--- config.mk ---
export PLATFORM = sky130hd
export DESIGN_NAME = cpu_run_ctrl
export DESIGN_NICKNAME = d
export VERILOG_FILES = /design/src/rtl/cpu_run_ctrl.sv
export SDC_FILE = /design/constraint.sdc
export NUM_CORES = 1
export LEC_CHECK = 0
export BUFFER_PORTS_ARGS = -buffer_cell sky130_fd_sc_hd__buf_2
export CORE_MARGIN = 8
export CORE_UTILIZATION = 64
export CTS_CLUSTER_DIAMETER = 60
export DETAILED_ROUTE_END_ITERATION = 8
export GPL_ROUTABILITY_DRIVEN = 0
export PLACE_DENSITY_LB_ADDON = 0.12
export SYNTH_ARGS = -nofsm -noshare
export SYNTH_HDL_FRONTEND = slang
export SYNTH_SLANG_ARGS = --single-unit
export TNS_END_PERCENT = 1
--- constraint.sdc ---
create_clock -name clock -period 8.6 [get_ports clock]
set_input_delay 1.29 -clock clock [delete_from_list [all_inputs] [get_ports clock]]
set_output_delay 1.29 -clock clock [all_outputs]
set_load 0.1 [all_outputs]
--- src/rtl/cpu_run_ctrl.sv ---
// Run-control and debug unit for the pipelined core: reset hold, halt/step/breakpoint
// sequencing, cycle/retire counters and a circular trace of retired PC/opcode pairs.
module cpu_run_ctrl #(
  parameter int unsigned PC_WIDTH    = 32,
  parameter int unsigned OP_WIDTH    = 8,
  parameter int unsigned NUM_BP      = 4,
  parameter int unsigned TRACE_DEPTH = 8,
  parameter int unsigned CNT_WIDTH   = 32,
  parameter int unsigned RESET_HOLD  = 4,
  localparam int unsigned BpIdxW     = (NUM_BP > 1) ? $clog2(NUM_BP) : 1,
  localparam int unsigned TrIdxW     = $clog2(TRACE_DEPTH)
) (
  input  logic                  clock,
  input  logic                  reset,
  input  logic [PC_WIDTH-1:0]   core_pc,
  input  logic [OP_WIDTH-1:0]   core_op,
  input  logic                  core_retire,
  input  logic                  dbg_halt_req,
  input  logic                  dbg_resume_req,
  input  logic                  dbg_step_req,
  input  logic                  bp_wr_en,
  input  logic [BpIdxW-1:0]     bp_wr_idx,
  input  logic [PC_WIDTH-1:0]   bp_wr_addr,
  input  logic                  bp_wr_valid,
  input  logic [TrIdxW-1:0]     trace_rd_idx,
  output logic                  core_reset_n,
  output logic                  core_stall,
  output logic                  halted,
  output logic [1:0]            halt_cause,
  output logic [CNT_WIDTH-1:0]  cycle_count,
  output logic [CNT_WIDTH-1:0]  retire_count,
  output logic [PC_WIDTH-1:0]   trace_pc,
  output logic [OP_WIDTH-1:0]   trace_op,
  output logic [TrIdxW:0]       trace_count
);

  localparam int unsigned HoldW = $clog2(RESET_HOLD + 1);
  localparam logic [HoldW-1:0] HoldLast = HoldW'(RESET_HOLD - 1);
  localparam logic [TrIdxW:0] TraceFull = (TrIdxW + 1)'(TRACE_DEPTH);

  typedef enum logic [1:0] {StHold, StRun, StHalt, StStep} state_e;

  state_e                         state_q;
  logic [HoldW-1:0]               hold_cnt_q;
  logic                           core_reset_n_q;
  logic [1:0]                     halt_cause_q;
  logic [PC_WIDTH-1:0]            bp_addr_q [NUM_BP];
  logic [NUM_BP-1:0]              bp_valid_q;
  logic [CNT_WIDTH-1:0]           cycle_count_q;
  logic [CNT_WIDTH-1:0]           retire_count_q;
  logic [PC_WIDTH+OP_WIDTH-1:0]   trace_mem [TRACE_DEPTH];
  logic [TrIdxW-1:0]              wptr_q;
  logic [TrIdxW:0]                trace_count_q;
  logic [TrIdxW-1:0]              rd_ptr;
  logic                           bp_hit;
  logic                           retire_ok;
  logic                           active;

  always_comb begin
    bp_hit = 1'b0;
    for (int i = 0; i < int'(NUM_BP); i++) begin
      if (bp_valid_q[i] && (core_pc == bp_addr_q[i])) bp_hit = 1'b1;
    end
    bp_hit = bp_hit & core_retire;
  end

  // A retire in the cycle that triggers a halt/step completion is still taken.
  always_comb begin
    core_stall = 1'b1;
    case (state_q)
      StRun:   core_stall = bp_hit | dbg_halt_req;
      StStep:  core_stall = core_retire;
      default: core_stall = 1'b1;
    endcase
  end

  assign active    = (state_q == StRun) || (state_q == StStep);
  assign retire_ok = core_retire & active;

  always_ff @(posedge clock or negedge reset) begin
    if (!reset) begin
      state_q        <= StHold;
      hold_cnt_q     <= '0;
      core_reset_n_q <= 1'b0;
      halt_cause_q   <= 2'd0;
    end else begin
      unique case (state_q)
        StHold: begin
          hold_cnt_q <= hold_cnt_q + 1'b1;
          if (hold_cnt_q == HoldLast) begin
            core_reset_n_q <= 1'b1;
            if (dbg_halt_req) begin
              state_q      <= StHalt;
              halt_cause_q <= 2'd1;
            end else begin
              state_q <= StRun;
            end
          end
        end
        StRun: begin
          if (bp_hit) begin
            state_q      <= StHalt;
            halt_cause_q <= 2'd2;
          end else if (dbg_halt_req) begin
            state_q      <= StHalt;
            halt_cause_q <= 2'd1;
          end
        end
        StHalt: begin
          if (!dbg_halt_req) begin
            if (dbg_resume_req) begin
              state_q      <= StRun;
              halt_cause_q <= 2'd0;
            end else if (dbg_step_req) begin
              state_q      <= StStep;
              halt_cause_q <= 2'd0;
            end
          end
        end
        StStep: begin
          if (core_retire) begin
            state_q      <= StHalt;
            halt_cause_q <= 2'd3;
          end else if (dbg_halt_req) begin
            state_q      <= StHalt;
            halt_cause_q <= 2'd1;
          end
        end
      endcase
    end
  end

  always_ff @(posedge clock or negedge reset) begin
    if (!reset) begin
      bp_valid_q <= '0;
      for (int i = 0; i < int'(NUM_BP); i++) bp_addr_q[i] <= '0;
    end else begin
      for (int i = 0; i < int'(NUM_BP); i++) begin
        if (bp_wr_en && (bp_wr_idx == BpIdxW'(i))) begin
          bp_addr_q[i]  <= bp_wr_addr;
          bp_valid_q[i] <= bp_wr_valid;
        end
      end
    end
  end

  always_ff @(posedge clock or negedge reset) begin
    if (!reset) begin
      cycle_count_q  <= '0;
      retire_count_q <= '0;
      wptr_q         <= '0;
      trace_count_q  <= '0;
    end else begin
      if (active) cycle_count_q <= cycle_count_q + 1'b1;
      if (retire_ok) begin
        retire_count_q <= retire_count_q + 1'b1;
        wptr_q         <= wptr_q + 1'b1;
        if (trace_count_q != TraceFull) trace_count_q <= trace_count_q + 1'b1;
      end
    end
  end

  // Trace storage carries no reset; entries beyond trace_count are never meaningful.
  always_ff @(posedge clock) begin
    if (retire_ok) trace_mem[wptr_q] <= {core_pc, core_op};
  end

  assign rd_ptr = wptr_q - TrIdxW'(1) - trace_rd_idx;
  assign {trace_pc, trace_op} = trace_mem[rd_ptr];

  assign core_reset_n = core_reset_n_q;
  assign halted       = (state_q == StHalt);
  assign halt_cause   = halt_cause_q;
  assign cycle_count  = cycle_count_q;
  assign retire_count = retire_count_q;
  assign trace_count  = trace_count_q;

endmodule

== Word level (Yosys, flattened, before mapping) ==
Memories as Yosys holds them, arrays and structs flattened.
Index checks and enable logic that the tools add are counted.

* Memories: 1
* Bits in registers: 211
* RAM bits: 320
* Logic and storage cells: 80
* Input port bits: 85

* Eq/ne operators: 15
* Mux-type cells: 24
* Reduce and logical (&&, ||, !) cells: 14
* Bitwise operators: 3
* Add/sub/neg operators: 7

{| class="wikitable"
|+ Memories
! memory !! words !! width !! read ports !! clocked after Yosys merged registers in !! write ports !! RTL line !! RTL
|-
| trace_mem || 8 || 40 || 1 || 0 || 1 || 51 || <nowiki>logic [PC_WIDTH+OP_WIDTH-1:0] trace_mem [TRACE_DEPTH];</nowiki>
|}

{| class="wikitable"
|+ Operators with widths
! kind !! number
|-
| 32-bit equality test || 4
|-
| 32-bit by 1-bit adder with 32-bit output (second input constant) || 2
|-
| 2-bit two-way mux || 15
|-
| 2-bit one-hot mux with 4 select lines || 2
|-
| 2-bit equality test (second input constant) || 4
|-
| 1-bit logical AND || 8
|-
| 3-bit by 1-bit adder with 3-bit output (second input constant) || 2
|-
| 1-bit two-way mux || 6
|-
| 4-bit by 1-bit adder with 4-bit output (second input constant) || 1
|-
| 2-bit by 1-bit equality test with 1-bit output (second input constant) || 2
|-
| 2-bit zero test || 2
|-
| 2-bit != test (second input constant) || 2
|-
| 4-bit != test (second input constant) || 1
|-
| 2-bit AND reduction || 2
|-
| 3-bit by 2-bit equality test with 1-bit output (second input constant) || 1
|-
| 3-bit != test (second input constant) || 1
|-
| 3-bit AND reduction || 1
|-
| 3-bit by 1-bit subtractor with 3-bit output (second input constant) || 1
|-
| 3-bit subtractor || 1
|-
| 1-bit AND || 2
|-
| 1-bit one-hot mux with 2 select lines || 1
|-
| 1-bit logical OR || 1
|-
| 1-bit OR || 1
|}

== Longest topological paths before layout ==
* Word-level depth: 9
* Depth in mapped cells: 9
* Mapped depth without buffers: 8

== Worst setup path after synthesis ==
Ideal clock, no wire load.

* Path type: input to register
* Start: input port core_retire
* End: memory trace_mem[0][0] (netlist name) (enable)
* Setup slack: 2.748 ns
* Arrival: 5.315 ns
* Stages on the path: 2
* Required time: 8.063 ns
* Setup time: 0.537 ns
* Buffers on the path: 0
* Cell sequence: nand2_1 nor4_1

* Cells in the longest elaborated chain, start to end: 3

{| class="wikitable"
|+ RTL lines
! what !! RTL line !! RTL
|-
| start, declared || 17 || <nowiki>input logic core_retire,</nowiki>
|-
| 1-bit AND || 78 || <nowiki>assign retire_ok = core_retire & active;</nowiki>
|-
| 1-bit two-way mux || 165 || <nowiki>if (retire_ok) trace_mem[wptr_q] <= {core_pc, core_op};</nowiki>
|-
| 1-bit two-way mux (implied by the code) || 165 ||
|-
| end, declared || 51 ||
|}

No other way between the ends.

== Worst setup path after layout ==
* Start: input port trace_rd_idx[0]
* End: output port trace_op[6]

* Cells in the longest elaborated chain, start to end: 2

{| class="wikitable"
|+ RTL lines
! what !! RTL line !! RTL
|-
| start, declared || 25 || <nowiki>input logic [TrIdxW-1:0] trace_rd_idx,</nowiki>
|-
| 3-bit subtractor || 168 || <nowiki>assign rd_ptr = wptr_q - TrIdxW'(1) - trace_rd_idx;</nowiki>
|-
| memory 8 x 40 bit || -- ||
|-
| end, declared || 33 || <nowiki>output logic [OP_WIDTH-1:0] trace_op,</nowiki>
|}

No other way between the ends.

==> results.json <==
{
  "drt.antenna.violating_nets": 0,
  "number_of_buffers_inserted_by_post_cts_setup_repair": 0,
  "cp.buffers_inverters": 5,
  "io_pins": 198,
  "routed-via-count": 12067,
  "outcome": "completed",
  "holdBufCountCts": 0,
  "global_route.usage.total_pct": 25.1,
  "worstHoldEndpoint": "core_reset_n$_DFFE_PN0P_",
  "simple_gate_share_of_the_synthesized_area_pct": 4.64,
  "start_util_pct": 65.2,
  "postCtsResizedCells": 0,
  "hold-worst-slack_ps": 449,
  "power_per_cell_area_nw_per_um2": 375,
  "critPathLaunchType": "primary input",
  "ff2ff_path_depth": 3,
  "post_drt_via_cell_ratio": 6.08,
  "die_y_um": 201,
  "regToRegEndpoint": "trace_mem[0][4]$_DFFE_PP_",
  "synth-adder-area-share_pct": 0.548,
  "synth_cells": 1265,
  "crit_path_max_incr_delay_ps": 850,
  "route.detailed.wl_per_inst_um": 25.5,
  "antenna_found_initial": 5,
  "syn-cell-area_um2": 21900,
  "finalHoldViolCount": 0,
  "max-cap-violations": 0,
  "clk_pin_slew_worst_paths_ps": 60,
  "number_of_synthesized_register_bits": 531,
  "synth.yosys.warnings": 0,
  "synthesis.area_per_instance_um2": 17.3,
  "cts_made_buffers": 52,
  "floorplan.die_area_um2": 40400,
  "drt_pre_antenna_iters": 7,
  "slew_limit_fails": 0,
  "area_growth_syn_to_layout_pct": 15.3,
  "critical_path_cell_with_the_highest_stage_delay": "sky130_fd_sc_hd__buf_4",
  "drt-initial-drc-count": 774,
  "reg2reg_from": "state_q[0]$_DFFE_PN0P_",
  "clock_path_buffers": 3,
  "rrSetupSlack_ps": 5480,
  "hpwl_um": 31100,
  "postSynth.topFlopCell": "sky130_fd_sc_hd__edfxtp_1",
  "rsz_0062_raised_after_global_routing": "no",
  "worstSkewPairLatency_ps": 570,
  "cts-root-buf": "sky130_fd_sc_hd__clkbuf_16",
  "drc": 0,
  "crit_fanout": 80,
  "core.rowCount": 67,
  "grt_max_degree": 97,
  "synth.net_count": 1359,
  "synth_area_in_xor_xnor_pct": 7.72,
  "arrival_ps": 4340,
  "io_buffer_count": 197,
  "finClkSkew_ps": 20.3,
  "critical_path.endpoint_type": "primary output",
  "finalWirelength_um": 50700,
  "power_mw": 9.46,
  "worstHoldStart": "core_reset_n$_DFFE_PN0P_",
  "post_route_cells_drive_above_1_share_pct": 37.1,
  "yosysUniqueCellTypes": 46,
  "fillers": 2028,
  "crit_chain": "buf_2 -> inv_1 -> ha_4 -> inv_1 -> fa_2 -> xor2_1 -> xnor2_2 -> buf_4 -> mux4_2 -> mux2_2 -> buf_2",
  "floorplan.die.width_um": 201,
  "cts_tree": "yes",
  "grt_overflow": 0,
  "clock_sinks": 531,
  "irDropWorstVdd_mv": 0.802,
  "htree_levels": 2,
  "timing.setup.tns_ps": 0,
  "synth_compound_gate_area_share_pct": 0.754,
  "synth-async-reset-ratio_pct": 39.7,
  "most-common-layout-cells": "320 x sky130_fd_sc_hd__edfxtp_1, 211 x sky130_fd_sc_hd__dfrtp_1, 196 x sky130_fd_sc_hd__buf_2",
  "post-route-min-period_ps": 5630,
  "timing.critical_path.max_delay_family": "buffers and inverters",
  "synth_top_family_by_area": "multiplexers",
  "synth_edf_count": 320,
  "achievable-frequency_ghz": 0.178,
  "final_min_period_over_clock_period_pct": 65.5,
  "wire_length_of_the_first_global_routing_pass_um": 77900,
  "tightestPinTransition_ps": 1190,
  "setup-violations-final": 0,
  "timing.setup.critical_path_class": "in2out",
  "max-slew-margin-rel_pct": 19.8,
  "worst_hold_path.num_cells": 1,
  "hold_path.class": "reg2reg",
  "post_synth_mux_area_share_pct": 17.2,
  "timing.critical_path.required_ps": 7310,
  "power.static_leakage_nw": 9.73,
  "placeableCoreArea_um2": 33600,
  "synth_sequential_area_ratio_pct": 68.0,
  "mostFrequentLayoutCell": "sky130_fd_sc_hd__edfxtp_1",
  "first_global_vias": 12749,
  "design.final.nets": 1583
}
==> synth_stat cells (2+ instances only) <==
library cell,instances,area (um2)
sky130_fd_sc_hd__o21ai_0,8,40.0
sky130_fd_sc_hd__nand2_1,32,120
sky130_fd_sc_hd__and3_1,8,50.1
sky130_fd_sc_hd__mux4_2,80,1800
sky130_fd_sc_hd__nand3_1,37,185
sky130_fd_sc_hd__and4_1,4,35.0
sky130_fd_sc_hd__ha_1,8,100
sky130_fd_sc_hd__nand4_1,26,163
sky130_fd_sc_hd__edfxtp_1,320,9610
sky130_fd_sc_hd__nand2b_1,2,12.5
sky130_fd_sc_hd__buf_1,7,26.3
sky130_fd_sc_hd__clkbuf_1,22,82.6
sky130_fd_sc_hd__a21o_1,2,15.0
sky130_fd_sc_hd__or3_1,3,18.8
sky130_fd_sc_hd__inv_1,16,60.1
sky130_fd_sc_hd__dfrtp_1,211,5280
sky130_fd_sc_hd__nor2b_1,2,12.5
sky130_fd_sc_hd__nor4_1,24,150
sky130_fd_sc_hd__nand3b_1,2,15.0
sky130_fd_sc_hd__xor2_1,114,998
sky130_fd_sc_hd__mux2_2,175,1970
sky130_fd_sc_hd__buf_2,14,70.1
sky130_fd_sc_hd__xnor2_1,79,692
sky130_fd_sc_hd__nor2_1,33,124
sky130_fd_sc_hd__a21oi_1,6,30.0
sky130_fd_sc_hd__nor3_1,10,50.1
==> worst max-delay path by stage <==
stage / slack (ps) / start / cells past startpoint / to
6_report: 2970 / trace_rd_idx[0] / 11 / trace_op[6]
5_1_grt: 2740 / trace_rd_idx[0] / 7 / trace_op[6]
4_1_cts: 2870 / trace_rd_idx[0] / 7 / trace_op[6]
3_5_place_dp: 2920 / trace_rd_idx[0] / 7 / trace_op[1]
3_3_place_gp: 2950 / trace_rd_idx[0] / 7 / trace_op[1]
2_1_floorplan: 2750 / core_retire / 2 / trace_mem[0][0]$_DFFE_PP_
==> sequential cells by signal (all words and copies together), names as in the netlist <==
register / flops
retire_count: 32
trace_count: 4
bp_addr_q: 128
cycle_count: 32
core_reset_n: 1
bp_valid_q: 4
hold_cnt_q: 3
wptr_q: 3
state_q: 2
halt_cause: 2
trace_mem: 320
==> per-layer routing <==
metal,up-vias,wire [um],GRT usage [%]
met5,-,45,0
li1,5257,-,-
met3,76,3010,4.91
met2,416,26200,43.5
met4,6,992,5.73
met1,6312,20400,32.5
==> cells by family (layout without fill, tap and decap cells) <==
family / count (synthesis) / in the layout
buffers and inverters: 60 / 327
AO/OA/AOI/OAI: 26 / 26
multiplexers: 255 / 255
adder cells (fa/ha/maj): 9 / 9
XOR/XNOR: 193 / 193
AND/OR/NAND/NOR: 191 / 191
other: 0 / 4
flip-flops: 531 / 531
==> stage by stage <==
stage	std cells	util (%)	instance area (um2)	setup slack, ps
2_1_floorplan	1265	-	21900	2750
3_3_place_gp	1883	69.8	23500	2950
3_5_place_dp	1883	69.8	23500	2920
4_1_cts	1980	75.1	25200	2870
5_1_grt	1980	75.1	25200	2740
6_report	1984	75.1	25200	2970
==> report_power, final <==
group,switching (mW),total (mW),internal (mW)
clock,0.945,2.32,1.38
combinational,2.92,4.02,1.10
sequential,0.172,3.11,2.94
==> layout make-up <==
cell class              count  area [um2]  area share [%]
diodes                      4        10.0          0.0397
clock buffers              69        1470            5.81
clock inverters            28         294            1.16
inverters                  16        60.1           0.238
multi-input cells         674        6840            27.1
flip-flops and latches    531       14900            59.0
well taps                 448         561            2.22
repair buffers            214        1120            4.45
==> worst reg2reg max path: stages, from the launching register on <==
cell	delay, ps
sky130_fd_sc_hd__dfrtp_1	670
sky130_fd_sc_hd__nand2_1	420
sky130_fd_sc_hd__nor4_2	1000
sky130_fd_sc_hd__buf_4	640
Power figures use the tool's default switching activity.
